<file path="config.mk">
export PLATFORM = sky130hd
export DESIGN_NAME = muldiv_sequencer
export DESIGN_NICKNAME = d
export VERILOG_FILES = /design/src/rtl/muldiv_sequencer.sv
export SDC_FILE = /design/constraint.sdc
export NUM_CORES = 1
export LEC_CHECK = 0
export CORE_MARGIN = 3
export CORE_UTILIZATION = 30
export DETAILED_ROUTE_END_ITERATION = 16
export PLACE_DENSITY = 0.44
export SLEW_MARGIN = 25
export SYNTH_ARGS = -nofsm -noshare
export SYNTH_HDL_FRONTEND = slang
export SYNTH_SLANG_ARGS = --single-unit
</file>
<file path="constraint.sdc">
create_clock -name clk -period 3.8 [get_ports clk]
set_input_delay 1.14 -clock clk [delete_from_list [all_inputs] [get_ports clk]]
set_output_delay 1.14 -clock clk [all_outputs]
set_load 0.02 [all_outputs]
</file>
<file path="src/rtl/muldiv_sequencer.sv">
`default_nettype none
// ============================================================================
//  Module      : muldiv_sequencer
//  Description : Iterative multiply/divide sequencer for the EX-stage ALU.
//                Executes MUL, MULH(U), DIV(U), REM(U) with one shift-add or
//                restoring-divide step per cycle, stalling the pipeline while
//                busy.
//  Revision    : 1.0 - initial release
// ============================================================================
module muldiv_sequencer #(
    parameter int XLEN      = 32,
    parameter int CNT_W     = 6,
    parameter int EARLY_OUT = 1
) (
    input  logic            clk,
    input  logic            rst_n,
    input  logic            start,
    input  logic [1:0]      op,
    input  logic            is_unsigned,
    input  logic            flush,
    input  logic [XLEN-1:0] operand_a,
    input  logic [XLEN-1:0] operand_b,
    output logic            stall,
    output logic            busy,
    output logic            done,
    output logic [XLEN-1:0] result
);

    typedef enum logic [1:0] {
        S_IDLE = 2'd0,
        S_RUN  = 2'd1,
        S_FIX  = 2'd2,
        S_DONE = 2'd3
    } state_t;

    localparam logic [CNT_W-1:0] c_cnt_init = CNT_W'(XLEN - 1);
    localparam logic [CNT_W-1:0] c_cnt_one  = CNT_W'(1);

    state_t              r_state;
    state_t              w_next;
    logic [CNT_W-1:0]    r_cnt;
    logic [1:0]          r_op;
    logic                r_sa;
    logic                r_sb;
    logic                r_dz;
    logic [XLEN-1:0]     r_opnd;      // multiplicand or divisor magnitude
    logic [2*XLEN-1:0]   r_acc;       // {hi/rem, lo/multiplier/quotient}

    logic                w_accept;
    logic                w_sa;
    logic                w_sb;
    logic [XLEN-1:0]     w_abs_a;
    logic [XLEN-1:0]     w_abs_b;
    logic                w_b_zero;
    logic                w_ovf;
    logic                w_special;
    logic                w_early;
    logic [XLEN-1:0]     w_special_res;

    logic [XLEN-1:0]     w_addend;
    logic [XLEN:0]       w_msum;
    logic [XLEN:0]       w_shift;
    logic [XLEN:0]       w_diff;
    logic                w_ge;
    logic [XLEN-1:0]     w_rem_new;
    logic [2*XLEN-1:0]   w_acc_step;

    logic [2*XLEN-1:0]   w_prod;
    logic [XLEN-1:0]     w_quo;
    logic [XLEN-1:0]     w_rem;
    logic [XLEN-1:0]     w_fix_res;

    // Operand conditioning at acceptance: magnitudes, signs and special cases
    always_comb begin
        w_accept      = (r_state == S_IDLE) && start && !flush;
        w_sa          = !is_unsigned && operand_a[XLEN-1];
        w_sb          = !is_unsigned && operand_b[XLEN-1];
        w_abs_a       = w_sa ? -operand_a : operand_a;
        w_abs_b       = w_sb ? -operand_b : operand_b;
        w_b_zero      = (operand_b == '0);
        // Most-negative dividend over -1 cannot be represented as a quotient
        w_ovf         = w_sa && (operand_a[XLEN-2:0] == '0) && (&operand_b);
        w_special     = op[1] && (w_b_zero || w_ovf);
        w_early       = (EARLY_OUT != 0) && w_special;
        w_special_res = '0;
        if (w_b_zero) begin
            w_special_res = op[0] ? operand_a : '1;
        end else if (w_ovf) begin
            w_special_res = op[0] ? '0 : operand_a;
        end
    end

    // One iteration: shift-add for multiply, restoring step for divide
    always_comb begin
        w_addend   = r_acc[0] ? r_opnd : '0;
        w_msum     = {1'b0, r_acc[2*XLEN-1:XLEN]} + {1'b0, w_addend};
        w_shift    = {r_acc[2*XLEN-1:XLEN], r_acc[XLEN-1]};
        w_diff     = w_shift - {1'b0, r_opnd};
        w_ge       = (w_shift >= {1'b0, r_opnd});
        w_rem_new  = w_ge ? w_diff[XLEN-1:0] : w_shift[XLEN-1:0];
        w_acc_step = {w_msum, r_acc[XLEN-1:1]};
        if (r_op[1]) begin
            w_acc_step = {w_rem_new, r_acc[XLEN-2:0], w_ge};
        end
    end

    // Sign correction and result selection applied in FIX
    always_comb begin
        w_prod    = (r_sa ^ r_sb) ? -r_acc : r_acc;
        w_quo     = r_acc[XLEN-1:0];
        w_rem     = r_acc[2*XLEN-1:XLEN];
        w_fix_res = '0;
        case (r_op)
            2'b00:   w_fix_res = w_prod[XLEN-1:0];
            2'b01:   w_fix_res = w_prod[2*XLEN-1:XLEN];
            2'b10:   w_fix_res = r_dz ? '1 : ((r_sa ^ r_sb) ? -w_quo : w_quo);
            default: w_fix_res = r_sa ? -w_rem : w_rem;
        endcase
    end

    // State register
    always_ff @(posedge clk or negedge rst_n) begin
        if (!rst_n) begin
            r_state <= S_IDLE;
        end else begin
            r_state <= w_next;
        end
    end

    // Next-state logic; flush returns to IDLE from anywhere
    always_comb begin
        w_next = r_state;
        case (r_state)
            S_IDLE: begin
                if (w_accept) begin
                    w_next = w_early ? S_DONE : S_RUN;
                end
            end
            S_RUN: begin
                if (r_cnt == '0) begin
                    w_next = S_FIX;
                end
            end
            S_FIX:   w_next = S_DONE;
            default: w_next = S_IDLE;
        endcase
        if (flush) begin
            w_next = S_IDLE;
        end
    end

    // Datapath: latch operands at acceptance, iterate in RUN, register in FIX
    always_ff @(posedge clk or negedge rst_n) begin
        if (!rst_n) begin
            r_cnt  <= '0;
            r_op   <= '0;
            r_sa   <= 1'b0;
            r_sb   <= 1'b0;
            r_dz   <= 1'b0;
            r_opnd <= '0;
            r_acc  <= '0;
            result <= '0;
        end else if (w_accept) begin
            r_cnt  <= c_cnt_init;
            r_op   <= op;
            r_sa   <= w_sa;
            r_sb   <= w_sb;
            r_dz   <= w_b_zero;
            if (op[1]) begin
                r_opnd <= w_abs_b;
                r_acc  <= {{XLEN{1'b0}}, w_abs_a};
            end else begin
                r_opnd <= w_abs_a;
                r_acc  <= {{XLEN{1'b0}}, w_abs_b};
            end
            if (w_early) begin
                result <= w_special_res;
            end
        end else if ((r_state == S_RUN) && !flush) begin
            r_acc <= w_acc_step;
            r_cnt <= r_cnt - c_cnt_one;
        end else if ((r_state == S_FIX) && !flush) begin
            result <= w_fix_res;
        end
    end

    // Status outputs; stall drops combinationally on flush
    always_comb begin
        busy  = (r_state == S_RUN) || (r_state == S_FIX);
        done  = (r_state == S_DONE);
        stall = w_accept || (busy && !flush);
    end

endmodule
`default_nettype wire

</file>
==> metrics.yaml, run 1 <==
clock_tree:
  root_buffer: "clkbuf_16"
  path_clk_slew_ps: 80
  clock_latency_ps: 490
  htreeDepth: 4
  numCtsBuffers: 17
  postCtsHoldBufs: 0
  clock_path_buffers: 2
  cts_sinks: 141
  tritoncts: "built"
worst_setup_path:
  worstReg2RegEnd: "r_acc[62]$_DFFE_PN0P_"
  rr_startpoint: "r_acc[31]$_DFFE_PN0P_"
  cp.depth: 13
  path_cells: "inv_1, ha_1, inv_1, fa_1, a21oi_1, o21ai_0, a211o_1, a21o_1, a31o_2, a22o_1, a221oi_1, xnor2_1, a211o_1"
  cpLargestDelayFamily: "compound AO/OA/AOI/OAI gates"
  path_max_fanout: 3
  reg2reg_depth: 13
  critPathMaxStageDelay_ps: 410
  slowest_stage: "fa_1"
  critPathKind: "flip-flop to flip-flop"
  critPathRequiredTime_ps: 4180
  crit_arrival_ps: 4020
  crit_buf_inv: 2
  cp-end-kind: "flip-flop"
  critPathLaunchType: "flip-flop"
  cp-endpoint: "r_acc[62]$_DFFE_PN0P_"
  critPathLaunch: "r_acc[31]$_DFFE_PN0P_"
  rrSetupSlack_ps: 160
routing:
  vias: 16700
  route.detailed.drc: 0
  wl_um: 69800
  post_drt_wl_per_cell_um: 23.4
  drt_first_pass_iters: 6
  drtIter0Drc: 1551
  drtAntennaViolNets: 0
  vias_per_cell: 5.57
synth:
  synth_top_cell_area_share_pct: 23.6
  syn_nets: 2208
  yosys-top-cells-area: "dfrtp_1 (24%), o21ai_0 (7.3%), a21oi_1 (7.0%)"
  synth_edf_count: 0
  ys_warn_count: 0
  synthFlopType: "dfrtp_1"
  synth_cells: 2060
  synth_top_area_cell: "dfrtp_1"
  synth.avg_cell_area_um2: 7.26
  ys_seq_area_share_pct: 23.6
  async_reset_ff_share_pct: 100
  syn_area_um2: 15000
  synth_cell_types: 71
  synth_seq_cells: 141
layout:
  final_util_pct: 39.0
  final_cell_area_um2: 19100
  drive_above_1_share_pct: 15.0
  nets: 2459
  fin_cells: 2989
  area_growth_pct: 28.0
  seqCellArea_um2: 3530
  multi_input_area_um2: 10700
  final_common_cell: "buf_4"
  final_cell_mix: "buf_4 (261), nand2_1 (234), o21ai_0 (215), a21oi_1 (209), nor2_1 (204)"
  fillers: 5217
floorplanning:
  core_area_um2: 49200
  die_x_um: 229
  die_y_um: 229
  row_count: 81
  io_pins: 106
  initial_core_util_pct: 30.4
  fp.dieArea_um2: 52600
placed_design:
  io_buffers: 105
  dp_slack_ps: -431
  place_hpwl_um: 55900
  place_area_um2: 18500
  dp_cells: 2955
  gp_congestion: 0.927
grt:
  first_global_vias: 16000
  overflow: 0
  grt_pass1_wl_um: 104000
  grt_usage_pct: 26.1
  grt_max_degree: 89
  antenna_found_initial: 0
timing:
  fin_skew_ps: 14.0
  setup_tns_ps: 0
  fin_hold_ws_ps: 485
  min_period_ps: 3640
  timing_worst_slew_pin_value_ps: 750
  finalWorstSetupSlack_ps: 163
  max_freq_mhz: 275
  finalHoldViolations: 0
  final_max_slew_viol_count: 0
  maxSlewHeadroom_pct: 49.6
  setup_viol: 0
  fin_crit_sh_pct: 95.7
  rsz0062_at_grt: "no"
pwr:
  vdd_drop_max_mv: 0.404
  p_per_area_nw_per_um2: 953
  finalPower_mw: 18.2
  power.leakage_nw: 8.19
run:
  drv_cap: 0
outcome:
  status: "finished, final reports clean"
min_path:
  hold_class: "flip-flop to flip-flop"
cell families after synthesis:
logic type,synth area share [%]
mux,3.85
compound gates,29.3
flops,23.6
fa+ha+maj,6.54
xor+xnor,9.89
buf+inv,5.40
simple gates,21.4
layer usage:
metal	global-route usage, %	routed length, µm
met3	5.21	4600
met2	39.6	30300
met4	9.24	2350
met1	36.8	32600
met5	0	0
what timing repair did:
item / 4_1_cts / 5_1_grt
resized for setup: 0 / 10
endpoints found under the setup margin: 0 / 32
buffers inserted: 0 / 1
worst min-delay path: cells and delay by family (launching register included):
kind / cells / cell delay, ps
flops: 1 / 340
compound gates: 1 / 60
simple gates: 1 / 50
synthesized netlist by cell type (7+ instances only):
library cell and count:
o21bai_1 8, o211ai_1 61, a21oi_1 210, nand2_1 234
inv_1 72, xor2_1 85, nand3_1 27, o41ai_1 13
a21o_1 26, nor2b_1 14, a21boi_0 7, a22oi_1 8
o31ai_1 29, nor2_1 206, o221ai_1 13, nand2b_1 18
nor3_1 58, nor4_1 26, ha_1 75, nand4_1 21
clkbuf_1 124, o21a_1 14, mux2i_1 53, xnor2_1 84
buf_1 16, a31o_2 7, or3_1 24, o21ai_0 217
or4_1 13, a31oi_1 23, a211oi_1 16, dfrtp_1 141
a211o_1 7
sequential cells by signal, indices dropped and copies added, names as in the netlist:
| name | flops |
|---|---|
| r_state | 2 |
| r_dz | 1 |
| r_sa | 1 |
| r_op | 2 |
| result | 32 |
| r_cnt | 6 |
| r_acc | 64 |
| r_sb | 1 |
| r_opnd | 32 |
final cells by class:
class | count | share of cell area (%)
Clock inverter | 15 | 0.850
Sequential cell | 141 | 18.4
Inverter | 72 | 1.41
Timing Repair Buffer | 374 | 16.6
Clock buffer | 17 | 2.22
Antenna cell | 1 | 0.0131
Tap cell | 664 | 4.34
Multi-Input combinational cell | 1705 | 56.1
worst min-delay path by stage:
stage / start / endpoint / slack (ps) / cells past startpoint
2_1_floorplan: r_opnd[16]$_DFFE_PN0P_ / r_opnd[16]$_DFFE_PN0P_ / 450 / 2
3_3_place_gp: r_opnd[17]$_DFFE_PN0P_ / r_opnd[17]$_DFFE_PN0P_ / 470 / 2
3_5_place_dp: r_opnd[6]$_DFFE_PN0P_ / r_opnd[6]$_DFFE_PN0P_ / 470 / 2
4_1_cts: result[16]$_DFFE_PN0P_ / result[16]$_DFFE_PN0P_ / 490 / 2
5_1_grt: result[16]$_DFFE_PN0P_ / result[16]$_DFFE_PN0P_ / 500 / 2
6_report: r_opnd[16]$_DFFE_PN0P_ / r_opnd[16]$_DFFE_PN0P_ / 480 / 2
report_power, final:
part	internal, mW	switching [mW]
sequential	2.17	0.789
combinational	5.28	8.21
clock	0.935	0.849
(Power assumes the default switching activity.)
==> run 2: changes to the inputs <==
- SLEW_MARGIN: 25 -> not set
==> results of run 2 <==
Final layout, timing and power as in run 1 (identical DEF).
==> run 3: changes to the inputs <==
- HOLD_SLACK_MARGIN: not set -> 0.08
- SLEW_MARGIN: not set -> 20
==> results of run 3 <==
Final layout, timing and power as in run 1 (identical DEF).
==> patch: new RTL, flow settings as in run 3 <==
Set the parameter `XLEN` to 40 (it was 32).
--- a/src/rtl/muldiv_sequencer.sv
+++ b/src/rtl/muldiv_sequencer.sv
@@ -8,7 +8,7 @@
 //  Revision    : 1.0 - initial release
 // ============================================================================
 module muldiv_sequencer #(
-    parameter int XLEN      = 32,
+    parameter int XLEN      = 40,
     parameter int CNT_W     = 6,
     parameter int EARLY_OUT = 1
 ) (
Ports: changed (resized operand_a, operand_b and result); port bits go from 106 to 130. The function was not compared with the original's and may differ.
==> patch against run 3 <==
Setup slack got worse by 37 ps. Sequential cell count increased by 32. Final area increased by 25%. Core utilization rose by 1.2 points. Count of clock-buffer cells in the layout is 3 higher. Total power up 23%. Area after synthesis rose by 22%. Routed wire length increased by 26%. Largest cell class unchanged.
==> patch: results (changes against run 3) <==
Placement Cell Area=0.0229 mm^2 (was 0.0185 mm^2); Syn Nets=2571 (was 2208); Placer Congestion=0.963 (was 0.927); Slew headroom=0.337 (was 0.496); worst-case clock buffer depth=2 (unchanged); Root Buffer=clkbuf_16 (unchanged); CTS buffer count=17 (unchanged); largest cells by area after synthesis=dfrtp_1, ha_1, xnor2_1, nor2_1, o21ai_0 (was dfrtp_1, o21ai_0, a21oi_1, ha_1, nand2_1); # nets final=2955 (was 2459); biggest regs=r_acc x80, r_opnd x40, result x40 (was r_acc x64, r_opnd x32, result x32); asr flop ratio synth=1.00 (unchanged); status=finished, final reports clean (unchanged); register area share after synthesis=0.238 (was 0.236); antenna violations before repair=2 (was 0); worst slack, placed=-504 ps (was -431 ps); CTS H-tree depth=4 (unchanged); global-route wire length before repair=130000 um (was 104000 um); Synth cell types=88 (was 71); share of cells above drive strength 1=0.185 (was 0.150); Worst Clk Skew=16.1 ps (was 14.0 ps); largest net degree at the start of global routing=118 (was 89); synth warn=0 (unchanged); Worst-path clk slew=80 ps (about the same); ys flop type=dfrtp_1 (unchanged); Synth Area in Adders=0.0648 (was 0.0654); worst hold path type=register to register (unchanged); compound-cell area share of the yosys netlist=0.286 (was 0.293); multiplexer share of the synthesized area=0.0384 (was 0.0385); hpwl dp=70600 um (was 55900 um); GR Util All Layers=0.273 (was 0.261); DR vias/cell=5.70 (was 5.57); later-pin clock latency in the skew report=500 ps; number of global-route vias before repair=19400 (was 16000); P_leak=10.5 nW (was 8.19 nW); synth cell count leaders=nor2_1, nand2_1, o21ai_0 (was nand2_1, o21ai_0, a21oi_1); maximum VDD drop=0.495 mV (was 0.404 mV); PortBufs=129 (was 105); CP max FO=6 (was 3); xor-xnor portion of the synthesized cell area=0.102 (was 0.0989); total internal power=10.4 mW (was 8.39 mW); drt first-iter violations=1849 (was 1551); Detailed Routing Iterations Pass 1=6 (unchanged); WP data arrival=4050 ps (was 4020 ps); detailed-route wire length per cell=24.7 um (was 23.4 um)
==> patch: changes by cell type after synthesis, sizes merged, moves of 19 or more <==
cell	delta
dfrtp	+32
o21ai	-19
nor2	+57
a221o	+19
a221oi	+26
a21oi	-26
xnor2	+37
o211ai	-20
nand3	+20
a21o	+24
==> patch: power groups by stage <==
stage               registers, mW  clock network, mW  logic [mW]
floorplan                    3.54                  0        9.84
global placement             3.59                  0        16.1
detailed placement           3.61                  0        16.2
CTS                          3.58               1.97        16.3
global route                 3.70               2.03        18.2
finish                       3.61               1.92        16.8
==> patch: worst max-delay path, stage by stage, from the launching register on <==
cell	delay (ps)
dfrtp_1	390
clkinvlp_4	230
buf_6	200
buf_6	110
clkbuf_16	150
nor2_2	110
ha_1	260
buf_6	130
a21o_1	190
buf_4	140
o21a_1	180
a311o_1	330
buf_6	150
a221o_1	380
a21oi_2	190
buf_4	130
xor2_1	150
o211ai_1	110
==> patch: logic make-up after synthesis <==
kind of cell             after synthesis
multiplexers                          69
AO/OA/AOI/OAI                        785
AND/OR/NAND/NOR                      825
flip-flops                           173
adder cells (fa/ha/maj)               93
buffers and inverters                235
XOR/XNOR                             211
==> patch: area by class of cell <==
type / count / area (um^2)
inverters: 76 / 289
well taps: 773 / 967
repair buffers: 524 / 4480
fillers: 6284 / 35600
diodes: 1 / 2.50
multi-input cells: 1983 / 13200
clock inverters: 12 / 154
clock buffers: 20 / 447
flip-flops and latches: 173 / 4330
==> patch: timing repair <==
item,4_1_cts,5_1_grt
gates cloned,0,1
setup endpoints to repair,8,18
pin swaps,0,19
gates resized for setup,6,52
buffers inserted,3,11
==> patch: final timing paths <==
path | startpoint | endpoint | slack [ps] | cells after the start
max | r_acc[0]$_DFFE_PN0P_ | r_acc[75]$_DFFE_PN0P_ | 130 | 17
min | r_opnd[6]$_DFFE_PN0P_ | r_opnd[6]$_DFFE_PN0P_ | 480 | 2
max reg2reg | r_acc[0]$_DFFE_PN0P_ | r_acc[75]$_DFFE_PN0P_ | 130 | 17
min reg2reg | r_opnd[6]$_DFFE_PN0P_ | r_opnd[6]$_DFFE_PN0P_ | 480 | 2
max in group asynchronous | rst_n | r_acc[39]$_DFFE_PN0P_ | 2410 | 2
min in group asynchronous | rst_n | r_acc[43]$_DFFE_PN0P_ | 650 | 1
==> patch: routing by layer <==
layer,vias to the layer above,wire (um),track usage,share of wire
li1,9567,-,-,-
met2,716,39500,0.430,0.45
met3,92,5060,0.0359,0.058
met1,9944,40800,0.388,0.46
met5,-,0,0,0
met4,0,2570,0.0857,0.029
==> patch: stage by stage <==
| step | setup TNS, ps | std cells |
|---|---|---|
| detailed placement | -23630 | 3514 |
| CTS | 0 | 3549 |
| global route | -31.8 | 3561 |
| floorplan | 0 | 2391 |
| global placement | -24500 | 3513 |
| finish | 0 | 3562 |
